<file path="config.mk">
export PLATFORM = sky130hd
export DESIGN_NAME = disp_src_sel
export DESIGN_NICKNAME = d
export VERILOG_FILES = /design/src/rtl/disp_src_sel.sv
export SDC_FILE = /design/constraint.sdc
export NUM_CORES = 1
export LEC_CHECK = 0
export ABC_AREA = 1
export BUFFER_PORTS_ARGS = -buffer_cell sky130_fd_sc_hd__buf_2
export CAP_MARGIN = 20
export CORE_ASPECT_RATIO = 0.6
export CORE_MARGIN = 1.5
export CORE_UTILIZATION = 57
export CTS_CLUSTER_DIAMETER = 30
export DETAILED_ROUTE_END_ITERATION = 8
export GPL_ROUTABILITY_DRIVEN = 0
export PLACE_DENSITY = 0.86
export SLEW_MARGIN = 20
export SYNTH_ARGS = -nofsm -noshare
export SYNTH_HDL_FRONTEND = slang
export SYNTH_SLANG_ARGS = --single-unit
</file>
<file path="constraint.sdc">
create_clock -name clk -period 6.3 [get_ports clk]
set_input_delay 0.945 -clock clk [delete_from_list [all_inputs] [get_ports clk]]
set_output_delay 0.945 -clock clk [all_outputs]
set_load 0.05 [all_outputs]
</file>
<file path="src/rtl/disp_src_sel.sv">
// disp_src_sel: picks the display word from memory channels or debounced
// switches, in manual, rotate or hold mode, with a change pulse.
module disp_src_sel #(
    parameter  int DW      = 32,
    parameter  int SW_W    = 16,
    parameter  int NCH     = 4,
    parameter  int DEB_CYC = 4,
    parameter  int ROT_DIV = 8,
    localparam int CW      = $clog2(NCH + 1)
) (
    input  logic              clk,
    input  logic              rst_n,
    input  logic              switch_cs,
    input  logic [SW_W-1:0]   sw,
    input  logic [NCH*DW-1:0] data_in,
    input  logic [CW-1:0]     ch_sel,
    input  logic [1:0]        mode,
    output logic [DW-1:0]     data_sel,
    output logic [CW-1:0]     cur_src,
    output logic              upd
);

    localparam int DBW = $clog2(DEB_CYC + 1);
    localparam int DVW = $clog2(ROT_DIV);
    localparam logic [DBW-1:0] DEB_MAX = DBW'(DEB_CYC);
    localparam logic [DBW-1:0] DEB_M1 = DBW'(DEB_CYC - 1);
    localparam logic [DVW-1:0] DIV_LAST = DVW'(ROT_DIV - 1);

    if (SW_W > DW || NCH < 2 || NCH > 16 || DEB_CYC < 1 || ROT_DIV < 2)
    begin : g_bad_params
        $error("disp_src_sel: illegal parameter combination");
    end

    logic [SW_W-1:0] sync1, sync2, cand, sw_db, sw_db_nxt;
    logic [DBW-1:0]  cnt;
    logic [DVW-1:0]  div, div_base, div_nxt;
    logic            was_rot, is_rot, is_hold, wrap;
    logic [CW-1:0]   cur_adj, cur_rot, cur_nxt;
    logic [DW-1:0]   src_word;

    // The debounced value is forwarded so it reaches data_sel on the same
    // edge that sw_db itself loads it.
    always_comb begin
        sw_db_nxt = sw_db;
        if (sync2 == cand && cnt == DEB_M1) begin
            sw_db_nxt = cand;
        end
    end

    always_comb begin
        is_rot   = (mode == 2'b01);
        is_hold  = (mode == 2'b10);
        div_base = was_rot ? div : '0;
        wrap     = (div_base == DIV_LAST);
        cur_adj  = cur_src;
        if (int'(cur_src) > NCH) begin
            cur_adj = CW'(int'(cur_src) - (NCH + 1));
        end
        cur_rot = (int'(cur_adj) == NCH) ? '0 : cur_adj + 1'b1;
        cur_nxt = cur_src;
        div_nxt = div;
        unique case (1'b1)
            is_hold: begin
                cur_nxt = cur_src;
            end
            is_rot: begin
                div_nxt = wrap ? '0 : div_base + 1'b1;
                if (wrap) begin
                    cur_nxt = cur_rot;
                end
            end
            default: begin
                cur_nxt = switch_cs ? CW'(NCH) : ch_sel;
            end
        endcase
    end

    always_comb begin
        src_word = '0;
        if (int'(cur_nxt) == NCH) begin
            src_word[SW_W-1:0] = sw_db_nxt;
        end
        for (int k = 0; k < NCH; k++) begin
            if (int'(cur_nxt) == k) begin
                src_word = data_in[k*DW +: DW];
            end
        end
    end

    always_ff @(posedge clk or negedge rst_n) begin
        if (!rst_n) begin
            sync1 <= '0;
            sync2 <= '0;
            cand  <= '0;
            cnt   <= '0;
            sw_db <= '0;
        end else begin
            sync1 <= sw;
            sync2 <= sync1;
            if (sync2 != cand) begin
                cand <= sync2;
                cnt  <= '0;
            end else if (cnt != DEB_MAX) begin
                cnt <= cnt + 1'b1;
            end
            sw_db <= sw_db_nxt;
        end
    end

    always_ff @(posedge clk or negedge rst_n) begin
        if (!rst_n) begin
            data_sel <= '0;
            cur_src  <= '0;
            upd      <= 1'b0;
            div      <= '0;
            was_rot  <= 1'b0;
        end else begin
            cur_src <= cur_nxt;
            div     <= div_nxt;
            was_rot <= is_rot;
            if (is_hold) begin
                upd <= 1'b0;
            end else begin
                data_sel <= src_word;
                upd      <= (src_word != data_sel);
            end
        end
    end

endmodule

</file>
======== After elaboration in Yosys (flattened, before gate mapping) ========
Index checks and enable logic that the tools add are counted.
word-level totals
  bits in registers ....................... 107
  input port bits ......................... 152
  output and inout bits ................... 36
  logic and storage cells ................. 47
operators by class
  add/subtract/negate cells ............... 4
  $lt $le $gt $ge ......................... 1
  eq/ne operators ......................... 13
  muxes and demuxes ....................... 16
  reductions and logical operators ........ 3
operator list
  kind                                           count
  2-to-1 mux 32 bit                              4
  2-to-1 mux 16 bit                              2
  inequality test 32 bit                         1
  2-to-1 mux 3 bit                               8
  == test 16 bit                                 1
  inequality test 16 bit                         1
  == test 3 bit, second input constant           5
  adder 3 x 1 -> 3 bit, second input constant    3
  == test 3 x 2 -> 1 bit, second input constant  2
  case mux 3 bit (2 select lines)                1
  > comparator 3 bit, second input constant      1
  zero test 3 bit                                1
  inequality test 3 bit, second input constant   1
  subtractor 3 bit, second input constant        1
  == test 2 x 1 -> 1 bit, second input constant  1
  == test 2 bit, second input constant           1
  nonzero test 2 bit                             1
  logical AND 1 bit                              1
  2-to-1 mux 1 bit                               1

======== Depth between registers and ports, before layout ========
  word-level depth ........................ 14
  depth in mapped cells ................... 32
  gate-level depth less buffers ........... 31

======== Worst setup path before layout ========
OpenSTA, ideal clock, no wires.
  path type ............................... reg-to-reg
  start point ............................. reg cur_src[1]
  end point ............................... reg upd
  arrival time ............................ 3237 ps
  data required time ...................... 6169 ps
  slack ................................... 2932 ps
  stages on the path, launching flop included .. 29
  buffers on the path ..................... 2
  path through ............................ dfrtp_1 > inv_1 > ha_1 > inv_1 > ha_1 > inv_1 > o21ai_0 > inv_1 > ha_1 > nor2_1 > nand2_1 > nand2_1 > nand2_1 > nand2_2 > nand2_4 > buf_6 > nor3_4 > buf_6 > nand3_1 > nand2_1 > nand2_1 > nand2_1 > nand2_1 > nor2_1 > nand2_1 > nor2_1 > nand2_1 > nor2_1 > nor2_1
between the ends
  word-level cells in the longest chain between the ends .. 14
  elaborated cells between the ends (all ways) .. 20
  those cells by class .................... add/sub: 2; order compare: 1; eq/ne: 6; mux: 10; reduce/logical: 1
RTL lines
  what                                                           RTL line  source
  from (decl)                                                    19        output logic [CW-1:0] cur_src,
  from (signal assigned)                                         118       cur_src <= cur_nxt;
  subtractor 3 bit / > comparator 3 bit (equally long branches)  57, 56
  2-to-1 mux 3 bit                                               56        if (int'(cur_src) > NCH) begin
  adder 3 x 1 -> 3 bit / == test 3 bit (equally long branches)   59        cur_rot = (int'(cur_adj) == NCH) ? '0 : cur_adj + 1'b1;
  2-to-1 mux 3 bit                                               59
  2-to-1 mux 3 bit                                               68        if (wrap) begin
  case mux 3 bit (2 select lines) *                              62        unique case (1'b1)
  == test 3 bit                                                  80        if (int'(cur_nxt) == NCH) begin
  2-to-1 mux 16 bit                                              80
  2-to-1 mux 32 bit (3 in a row)                                 84        if (int'(cur_nxt) == k) begin
  2-to-1 mux 32 bit *                                            84
  inequality test 32 bit *                                       125       upd <= (src_word != data_sel);
  2-to-1 mux 1 bit *                                             121       if (is_hold) begin
  to (signal assigned)                                           125
  to (decl)                                                      20        output logic upd
Every way passes the cells marked *; elsewhere a longest branch is shown, timed or not.
A chain may end at the register's enable or synchronous reset.

======== Worst setup path after layout ========
Ends and elaborated chain as after synthesis.

==> flow_summary.toml <==
[detailed_routing]
detail-route-antenna-nets = 0
drt-total-wl_mm = 16.8
vias_per_cell = 5.13
drc_errors = 0
drt_iter0_markers = 425
vias = 6050
first_pass_iters = 6
wl_per_cell_um = 14.2

[logic_synthesis]
synth_adder_area_share_pct = 2.32
yosysWarnings = 0
synth_simple_gate_area_share_pct = 34.7
synth_cell_types = 42
syn_area_mm2 = 0.00646
synth_edf_count = 0
synth_xor_area_share_pct = 2.44
synthArstFlopShare_pct = 100
synth_compound_area_share_pct = 5.52
yosys_register_bits = 107
synth_top_cell_area_share_pct = 41.4
synth_area_leaders = "dfrtp_1, nand2_1, inv_1, nand3_1, o21ai_0"
synth_top_cell_by_area = "dfrtp_1"
synth_top_family_by_area = "simple AND/OR/NAND/NOR gates"
syn_nets = 1043
syn_area_per_cell_um2 = 7.35
synth.mux.area_fraction_pct = 0.349
ys_seq_area_share_pct = 41.4
synth_flop_cell = "dfrtp_1"
synth_cells = 879

[hold_path]
min_path_cells = 0
holdPathEnd = "sync2[10]"
min_from = "sync1[10]"
worstHoldPathType = "reg -> reg"

[finish]
final_common_cell = "nand2_1"
drive_gt1_share_pct = 23.3
area_growth_pct = 17.9
final_util_pct = 70.4
most-common-layout-cells = "nand2_1, buf_2, inv_1"
nNetsFinal = 1199
instances_no_fill = 1179
seq_area_mm2 = 0.00268
multi_input_comb_area_mm2 = 0.00293
final_area_mm2 = 0.00761
nFillCells = 903
antenna_cells = 0

[sta]
fin_crit_sh_pct = 60.3
max_slew_margin_pct = 36.0
drv_slew = 0
setup_tns_ps = 0
worstMarginPinSlew_ps = 959
rsz0062_at_grt = "false"
fin_crit_ps = 3800
fmax_ghz = 0.263
finalSetupViolCount = 0
fin_skew_ps = 16.1
setup_ws_ps = 2500
finalHoldViolations = 0

[floorplanning]
die_w_um = 140
row_count = 29
dieHeight_um = 85.5
core_mm2 = 0.0108
fp.dieArea_mm2 = 0.0120
initial_core_util_pct = 59.8
num_io_pins = 188

[setup_path]
crit_path_top_delay_cell = "nor3_4"
rr_endpoint = "upd"
r2r_slack_ps = 2500
critPathKind = "reg -> reg"
critPathCaptureType = "flip-flop"
startpoint_type = "flip-flop"
worstPathRequired_ps = 6520
cp_cell_sequence = "inv_1 > ha_1 > inv_1 > ha_1 > inv_1 > o21ai_0 > inv_1 > ha_1 > nor2_1 > nand2_1 > nand2_1 > nand2_1 > nand2_2 > nand2_4 > nor3_4 > nand3_1 > nand2_1 > nand3_1 > nand2_1 > nand3_1 > nor2_1 > nand2_1 > nor2_1 > nor2_1"
path_buf_inv = 4
cp_common_cell = "nand2_1"
worstPathMaxFanout = 21
r2r_start = "cur_src[1]"
r2r_cells = 24
cp.arrival_ps = 4020
crit_family = "simple AND/OR/NAND/NOR gates"
slowest_delay_ps = 620

[global_routing]
first_global_vias = 5604
grt-ovfl-total = 0
grt_max_degree = 78
antenna_found_initial = 0
grt_pass1_wl_mm = 27.1
grtUsageTotal_pct = 29.2

[cts]
holdBufCountCts = 0
cts-htree-levels = 3
cts.sinks = 107
cts_setup_buffers = 0
cts_tree = "built"
clk_latency_ps = 370
cts_buffer_depth = 2
cts_root_buf = "clkbuf_16"
numCtsBuffers = 9
clkTransAtPathRegs_ps = 80
cts_resized = 0

[status]
outcome = "finished clean"

[placement]
place_area_mm2 = 0.00731
hpwl_mm = 12.6
dpl_worst_slack_ps = 2310
dp.cells = 1163
io_buffer_count = 187

[pwr]
power_density_mw_per_mm2 = 253
leakagePower_nw = 4.30
ir_drop_mv = 0.164

[flow_run]
drv_cap = 0
-- cell type report --
type,count,area share [%]
Inverter,150,7.53
Timing Repair Buffer,189,12.5
Sequential cell,107,35.2
Clock buffer,9,2.96
Clock inverter,7,1.04
Tap cell,139,2.28
Multi-Input combinational cell,578,38.5
-- cells by family after synthesis --
family	count (synthesis)
DFF	107
adders and majority gates	12
muxes	2
buffers and inverters	194
AOI/OAI and AO/OA	66
and+or+nand+nor	480
xor gates and xnor gates	18
-- metrics by stage --
step                hold slack (ps)  power (mW)
floorplan                       331        1.19
global placement                332        1.35
detailed placement              335        1.36
CTS                             353        1.93
global route                    360        2.02
finish                          351        1.92
-- worst max path at each step --
stage / from / to / slack [ps] / cells past startpoint
after floorplan: cur_src[1] / upd / 2930 / 28
after CTS: cur_src[0] / upd / 2540 / 28
after global placement: mode[0] / upd / 2390 / 23
after detailed placement: mode[0] / upd / 2310 / 23
final: cur_src[1] / upd / 2500 / 24
after global routing: cur_src[0] / upd / 2060 / 26
-- registers in the layout, indices dropped and copies added (netlist names) --
register / flops
cand: 16
cnt: 3
cur_src: 3
data_sel: 32
div: 3
sw_db: 16
sync1: 16
sync2: 16
upd: 1
was_rot: 1
-- where the power goes --
| part | leakage (nW) | switching [mW] | internal [mW] |
|---|---|---|---|
| sequential | 1.34 | 0.0503 | 0.740 |
| clock | 0.148 | 0.290 | 0.283 |
| combinational | 2.81 | 0.394 | 0.166 |
| total | 4.30 | 0.734 | 1.19 |
-- synthesized netlist by cell type (2+ instances only) --
library cell / count
inv_4: 2
inv_2: 3
and2_1: 13
nor2_4: 2
nand2_8: 3
o22ai_1: 2
o21a_1: 4
xnor2_1: 4
a21oi_1: 5
nand4_1: 27
nand2_4: 5
clkbuf_1: 24
nor2_2: 2
nor2_1: 52
xor2_1: 14
nor2_8: 3
or2_1: 4
nand3_1: 62
nand3b_1: 10
o21ai_0: 52
mux2_2: 2
inv_1: 144
buf_6: 10
nand3_2: 3
nand2_2: 6
or2_2: 2
or2_0: 2
ha_1: 12
buf_2: 6
dfrtp_1: 107
nand2_1: 281
-- metal layers --
metal / wire [um] / global-route usage [%] / vias to the layer above
li1: - / - / 2998
met1: 7580 / 40.8 / 2766
met2: 7670 / 47.3 / 271
met3: 1380 / 6.94 / 15
met4: 131 / 5.59 / 0
met5: 0 / 0 / -
(Power assumes the default switching activity.)
